==> src/rtl/pre_data_buffer_fifo.sv <==
// Bundle FIFO: each entry stores data_points words of N+1 bits, written and
// read as a whole. Registered read port, one-cycle accept strobes.
module pre_data_buffer_fifo #(
  parameter int unsigned N           = 8,
  parameter int unsigned data_points = 5,
  parameter int unsigned N_specs     = 3
) (
  input  logic                            data_clk,
  input  logic                            sclr,
  input  logic [data_points-1:0][N:0]     data_in,
  input  logic                            wready,
  input  logic                            rready,
  output logic [data_points-1:0][N:0]     data_out,
  output logic                            empty,
  output logic                            full,
  output logic                            wvalid,
  output logic                            rvalid,
  output logic [N_specs:0]                fill_count
);

  localparam int unsigned Depth = 2 ** N_specs;
  localparam logic [N_specs:0] DepthCnt = (N_specs + 1)'(Depth);
  localparam logic [N_specs:0] CntOne   = (N_specs + 1)'(1);
  localparam logic [N_specs-1:0] PtrOne = N_specs'(1);

  typedef logic [data_points-1:0][N:0] bundle_t;

  bundle_t            mem_q [Depth];
  logic [N_specs-1:0] wr_ptr_q, wr_ptr_d;
  logic [N_specs-1:0] rd_ptr_q, rd_ptr_d;
  logic [N_specs:0]   count_q, count_d;
  bundle_t            data_out_q, data_out_d;
  logic               wvalid_q, wvalid_d;
  logic               rvalid_q, rvalid_d;
  logic               wr_en, rd_en;

  // Flags come from the registered count, so accepts never see same-cycle effects.
  always_comb begin
    empty = (count_q == '0);
    full  = (count_q == DepthCnt);
    wr_en = wready && !full;
    rd_en = rready && !empty;
  end

  // Next-state for pointers, count, read register and strobes.
  always_comb begin
    wr_ptr_d   = wr_ptr_q;
    rd_ptr_d   = rd_ptr_q;
    count_d    = count_q;
    data_out_d = data_out_q;
    wvalid_d   = wr_en;
    rvalid_d   = rd_en;
    if (wr_en) wr_ptr_d = wr_ptr_q + PtrOne;
    if (rd_en) begin
      rd_ptr_d   = rd_ptr_q + PtrOne;
      data_out_d = mem_q[rd_ptr_q];
    end
    if (wr_en && !rd_en) count_d = count_q + CntOne;
    else if (rd_en && !wr_en) count_d = count_q - CntOne;
  end

  // Control state with synchronous reset.
  always_ff @(posedge data_clk) begin
    if (sclr) begin
      wr_ptr_q   <= '0;
      rd_ptr_q   <= '0;
      count_q    <= '0;
      data_out_q <= '0;
      wvalid_q   <= 1'b0;
      rvalid_q   <= 1'b0;
    end else begin
      wr_ptr_q   <= wr_ptr_d;
      rd_ptr_q   <= rd_ptr_d;
      count_q    <= count_d;
      data_out_q <= data_out_d;
      wvalid_q   <= wvalid_d;
      rvalid_q   <= rvalid_d;
    end
  end

  // Storage array; contents survive reset since pointers make them unreachable.
  always_ff @(posedge data_clk) begin
    if (!sclr && wr_en) mem_q[wr_ptr_q] <= data_in;
  end

  assign data_out   = data_out_q;
  assign wvalid     = wvalid_q;
  assign rvalid     = rvalid_q;
  assign fill_count = count_q;

endmodule

==> config.mk <==
export PLATFORM = sky130hd
export DESIGN_NAME = pre_data_buffer_fifo
export DESIGN_NICKNAME = d
export VERILOG_FILES = /design/src/rtl/pre_data_buffer_fifo.sv
export SDC_FILE = /design/constraint.sdc
export NUM_CORES = 1
export LEC_CHECK = 0
export BUFFER_PORTS_ARGS = -buffer_cell sky130_fd_sc_hd__buf_2
export CORE_MARGIN = 10
export CORE_UTILIZATION = 35
export DETAILED_ROUTE_END_ITERATION = 10
export GPL_ROUTABILITY_DRIVEN = 0
export PLACE_DENSITY = 0.47
export SYNTH_ARGS = -nofsm -noshare
export SYNTH_HDL_FRONTEND = slang
export SYNTH_SLANG_ARGS = --single-unit
==> constraint.sdc <==
create_clock -name data_clk -period 6.6 [get_ports data_clk]
set_input_delay 0.66 -clock data_clk [delete_from_list [all_inputs] [get_ports data_clk]]
set_output_delay 0.66 -clock data_clk [all_outputs]
set_load 0.02 [all_outputs]
==> impl_metrics.json, run 1 <==
{
  "status": "finished clean",
  "final_antenna_net_count": 0,
  "postCtsResizedCells": 0,
  "cts_buffers": 46,
  "min_path_type": "input port to flip-flop",
  "syn-instance-count": 747,
  "die_y_microns": 230,
  "max-cap-violations": 0,
  "relSlewSlack_pct": 29.4,
  "critical_path_class": "flip-flop to flip-flop",
  "yosysSeqAreaShare_pct": 77.2,
  "drc": 0,
  "antenna_found_initial": 3,
  "cpPeakStageDelay_ns": 0.62,
  "clockBufferDepth": 3,
  "synth_compound_area_share_pct": 2.11,
  "insertion_delay_ns": 0.56,
  "routed_wl_mm": 33.6,
  "drtIter0Drc": 537,
  "netlist_area_sq_um": 15500,
  "core-area_sq_um": 44000,
  "viasPerCell": 4.85,
  "finalSetupViolCount": 0,
  "synthMuxAreaShare_pct": 13.2,
  "required_ns": 7.05,
  "grt_max_degree": 65,
  "cts_tree": "built",
  "grt-ovfl-total": 0,
  "yosysTopAreaCell": "edfxtp_1",
  "place.port_buffers": 101,
  "vdd_drop_max_mv": 0.196,
  "synth-simple-area-share_pct": 5.04,
  "die_w_microns": 230,
  "synth_xor_area_share_pct": 0.339,
  "cts.reportedPaths.clkPinSlew_ns": 0.06,
  "layout_common_cells": "edfxtp_1 (360), buf_2 (100), mux4_2 (90), nor2_1 (56), dfxtp_1 (55)",
  "critPathCaptureType": "flip-flop",
  "fin_crit_sh_pct": 47.8,
  "track_usage_pct": 12.7,
  "yosysWarnings": 0,
  "worst-endpoint-arrival_ns": 3.61,
  "cts_setup_buffers": 0,
  "tightestPinTransition_ns": 1.06,
  "slew_viol_final": 0,
  "synth_top_family_by_area": "multiplexers",
  "fin_setup_tns_ns": 0,
  "die-area_sq_um": 53100,
  "path_cells": "o41a_2 -> buf_4 -> inv_1 -> ha_1 -> inv_1 -> ha_1 -> a21oi_1 -> a211oi_1 -> a31oi_1 -> mux2_2",
  "cellLeakagePower_uw": 0.00590,
  "syn_nets": 802,
  "nets": 922,
  "dp_hpwl_mm": 18.0,
  "skew_ns": 0.00850,
  "critPathMaxFanout": 51,
  "critPathSlowestCell": "buf_4",
  "postCtsHoldBufs": 0,
  "clkSinkCount": 417,
  "synth.top_cell.area_share_pct": 69.8,
  "synth_fa_ha_area_share_pct": 0.533,
  "initial_core_util_pct": 35.2,
  "drive_above_1_share_pct": 35.5,
  "ys_types": 33,
  "num_vias": 7261,
  "start_kind": "flip-flop",
  "worst_hold_slack_ns": 0.363,
  "wl_per_cell_microns": 22.4,
  "synth_seq_cells": 417,
  "postSynthAreaPerCell_sq_um": 20.7,
  "rsz0062_at_grt": "no",
  "power.density_nw_per_um2": 399,
  "fmax_ghz": 0.317,
  "p_total_uw": 7240,
  "io_pins": 102,
  "htreeDepth": 2,
  "final_common_cell": "edfxtp_1",
  "period_minus_slack_ns": 3.16,
  "first_pass_iters": 5,
  "syn_to_final_growth_pct": 17.2,
  "rows": 77,
  "root_buffer": "clkbuf_16",
  "grt_pass1_vias": 7916,
  "grt_first_pass_wirelength_mm": 50.9,
  "synthTopCellsByArea": "edfxtp_1 (70%), mux4_2 (13%), dfxtp_1 (7.4%)",
  "hold_viol_final": 0,
  "post-route-util_pct": 41.2
}
==> metrics by stage <==
| step | worst slack, ns | std cells | instance area [sq um] |
|---|---|---|---|
| finish | 3.44 | 1498 | 18200 |
| global route | 3.24 | 1497 | 18200 |
| CTS | 3.42 | 1497 | 18200 |
| detailed placement | 3.00 | 1411 | 16700 |
| global placement | 3.03 | 1411 | 16700 |
| floorplan | 1.69 | 747 | 15500 |
==> routing by layer <==
| layer | GRT usage, % | part of all wire (%) | vias up |
|---|---|---|---|
| li1 | - | - | 3295 |
| met1 | 16.0 | 44 | 3746 |
| met2 | 21.5 | 49 | 161 |
| met3 | 3.21 | 5.1 | 55 |
| met4 | 3.51 | 1.8 | 4 |
| met5 | 0 | 0.083 | - |
==> final cells by class <==
| type | instances | area, sq um |
|---|---|---|
| Antenna cell | 1 | 2.50 |
| Clock buffer | 72 | 1400 |
| Clock inverter | 14 | 83.8 |
| Fill cell | 3917 | 25900 |
| Inverter | 4 | 15.0 |
| Multi-Input combinational cell | 284 | 3350 |
| Sequential cell | 417 | 12000 |
| Tap cell | 592 | 741 |
| Timing Repair Buffer | 114 | 606 |
==> worst paths after layout <==
check                        startpoint                    endpoint  slack [ns]  cells past startpoint
min                         data_in[40]      mem_q[4][40]$_DFFE_PP_        0.36                      1
min reg2reg   data_out[43]$_SDFFE_PP0P_   data_out[43]$_SDFFE_PP0P_        0.49                      2
max          fill_count[0]$_SDFFE_PP0P_  fill_count[3]$_SDFFE_PP0P_        3.44                     10
max reg2reg  fill_count[0]$_SDFFE_PP0P_  fill_count[3]$_SDFFE_PP0P_        3.44                     10
==> registers in the layout, summed over array words and instances, names as in the netlist <==
name        count
rd_ptr_q        3
fill_count      4
wr_ptr_q        3
mem_q         360
rvalid          1
wvalid          1
data_out       45
==> cells by family after synthesis <==
logic type,after synthesis
compound gates,52
xor+xnor,6
fa+ha+maj,6
buf+inv,46
flops,417
mux,92
simple gates,128
==> cell usage after synthesis <==
cell type  instances
a31oi_1            1
o22ai_1           45
buf_1              3
buf_4              2
nand2_4            1
buf_6              6
inv_2              1
xor2_1             4
buf_2             15
nor4_1             1
o41a_1             1
nand2_1            7
inv_1              3
mux4_2            90
a21oi_1            4
nand2b_1           2
nor2b_1            1
ha_1               5
or4b_2             1
nor3_1             7
a211oi_1           1
nor3b_1            1
nor3_2            40
dfxtp_1           57
nand2b_2           2
nor2_1            62
nand3_1            3
edfxtp_1         360
mux2_2             1
fa_1               1
xnor2_1            2
mux2i_1            1
clkbuf_1          16
==> worst max-delay path, delay by kind of cell, from the launching register on <==
kind | cells | cell delay [ns]
buf+inv | 3 | 0.94
compound gates | 4 | 0.72
fa+ha+maj | 2 | 0.54
flops | 1 | 0.47
mux | 1 | 0.36
==> power breakdown <==
group	total, uW	internal [uW]	leakage [uW]	switching [uW]
clock	2470	1490	0.000721	980
combinational	1540	669	0.00146	868
sequential	3240	3060	0.00372	179
Note: power is estimated with default switching activity, not from simulation.
==> run 2, diff against run 1 <==
==> constraint.sdc (replaced) <==
create_clock -name data_clk -period 3 [get_ports data_clk]
set_input_delay 0.3 -clock data_clk [delete_from_list [all_inputs] [get_ports data_clk]]
set_output_delay 0.3 -clock data_clk [all_outputs]
set_load 0.02 [all_outputs]
==> impl_metrics.json, run 2 (synthesis results as in run 1) <==
{
  "r2r_slack_ns": 0.32,
  "clockBufferDepth": 3,
  "vdd_drop_max_mv": 0.490,
  "slew_viol_final": 0,
  "grt-ovfl-total": 0,
  "io_pins": 102,
  "min_from": "data_in[20]",
  "setup_ws_ns": 0.320,
  "r2r_end": "fill_count[3]$_SDFFE_PP0P_",
  "critPathMaxFanout": 6,
  "num_vias": 7505,
  "power.density_nw_per_um2": 859,
  "cellLeakagePower_uw": 0.00611,
  "dp_slack_ns": 0.164,
  "pwr-share-comb_pct": 23.2,
  "track_usage_pct": 12.8,
  "critPathSlowestCell": "or4b_4",
  "die-area_sq_um": 53100,
  "clkSinkCount": 417,
  "required_ns": 3.45,
  "worst-endpoint-arrival_ns": 3.13,
  "nets": 969,
  "r2r-start": "fill_count[3]$_SDFFE_PP0P_",
  "root_buffer": "clkbuf_16",
  "status": "finished clean",
  "skew_ns": 0.0164,
  "drc": 0,
  "layout_common_cells": "edfxtp_1 (360), buf_2 (100), mux4_2 (90), nor2_1 (56), dfxtp_1 (55)",
  "p_sw_share_pct": 28.2,
  "syn_to_final_growth_pct": 20.8,
  "period_minus_slack_ns": 2.68,
  "path_cells": "or4b_4 -> nand2_1 -> inv_1 -> ha_1 -> inv_1 -> ha_1 -> a21oi_1 -> a211oi_1 -> a31oi_1 -> mux2_2",
  "rsz0062_at_grt": "no",
  "cts.reportedPaths.clkPinSlew_ns": 0.06,
  "cts_tree": "built",
  "drive_above_1_share_pct": 35.0,
  "reg2regPathDepth": 10,
  "insertion_delay_ns": 0.56,
  "final_common_cell": "edfxtp_1",
  "cpPeakStageDelay_ns": 0.52,
  "grt_max_degree": 58,
  "core-area_sq_um": 44000,
  "critical_path_class": "flip-flop to flip-flop",
  "place.port_buffers": 101,
  "start_kind": "flip-flop",
  "dp_hpwl_mm": 18.1,
  "rows": 77,
  "worst_hold_slack_ns": 0.0311,
  "wl_per_cell_microns": 21.9,
  "antenna_cells": 0,
  "critPathCaptureType": "flip-flop",
  "fin_crit_sh_pct": 89.3,
  "relSlewSlack_pct": 34.4,
  "p_total_uw": 16100,
  "initial_core_util_pct": 35.2,
  "p_switching_uw": 4540,
  "routed_wl_mm": 33.8,
  "seqPwrFrac_pct": 43.3,
  "hold_viol_final": 0,
  "fmax_ghz": 0.373,
  "grt_first_pass_wirelength_mm": 51.9,
  "tightestPinTransition_ns": 0.985,
  "largest_reg_flops": 360,
  "antenna_found_initial": 1,
  "largest-register": "mem_q",
  "first_pass_iters": 4,
  "grt_pass1_vias": 8127,
  "cts_buffers": 45,
  "die_w_microns": 230,
  "die_y_microns": 230,
  "power.internal_uw": 11500,
  "max-cap-violations": 0,
  "clkPwrFrac_pct": 33.5,
  "cp-endpoint": "fill_count[3]$_SDFFE_PP0P_",
  "htreeDepth": 2,
  "drtIter0Drc": 436,
  "viasPerCell": 4.87,
  "final_antenna_net_count": 0,
  "min_path_type": "input port to flip-flop",
  "crit_start": "fill_count[3]$_SDFFE_PP0P_",
  "finalSetupViolCount": 0
}
-- run 2: worst max-delay path, delay by kind of cell (launching register included) --
family	cells	cell delay [ns]
and+or+nand+nor	2	0.66
buffers and inverters	2	0.19
muxes	1	0.35
adders and majority gates	2	0.48
AOI/OAI and AO/OA	3	0.49
DFF	1	0.41
-- run 2: metrics by stage --
step           util (%)  std cells  TNS [ns]  instance area [sq um]
2_1_floorplan         -        747   -229.61                  15500
5_1_grt            42.5       1541         0                  18700
3_5_place_dp       38.4       1423         0                  16900
3_3_place_gp       38.4       1423         0                  16900
6_report           42.5       1541         0                  18700
4_1_cts            42.5       1541         0                  18700
-- run 2: power by group through the flow --
stage / logic (uW) / registers (uW) / clock network (uW)
global route: 4130 / 7000 / 5800
global placement: 3800 / 7070 / 0
detailed placement: 3800 / 7080 / 0
CTS: 3850 / 6960 / 5570
floorplan: 2440 / 7320 / 0
finish: 3730 / 6950 / 5390
-- run 2: layout make-up --
class	instances	area [sq um]
fill	3936	25300
sequential	417	12000
multi-input combinational	284	3360
clock buffer	58	1220
timing repair buffer	162	1210
tap	592	741
clock inverter	24	211
inverter	4	15.0
-- run 2: routing by layer --
layer,vias to the layer above,track usage (%),wire length [microns]
li1,3387,-,-
met2,128,20.9,16500
met4,2,4.40,703
met1,3940,16.9,15200
met5,-,0,10
met3,48,2.61,1310
-- run 2: timing repair --
item	in CTS	in global routing
hold buffers	36	0
endpoints found under the setup margin	0	1
resized for setup	0	1
buffers inserted	0	0
endpoints found under the hold margin	269	0
-- run 2: worst min-delay path by stage --
stage,to,cells past startpoint
2_1_floorplan,mem_q[0][0]$_DFFE_PP_,0
3_3_place_gp,data_out[22]$_SDFFE_PP0P_,2
3_5_place_dp,data_out[40]$_SDFFE_PP0P_,2
4_1_cts,mem_q[5][8]$_DFFE_PP_,1
5_1_grt,mem_q[7][38]$_DFFE_PP_,1
6_report,mem_q[5][20]$_DFFE_PP_,1
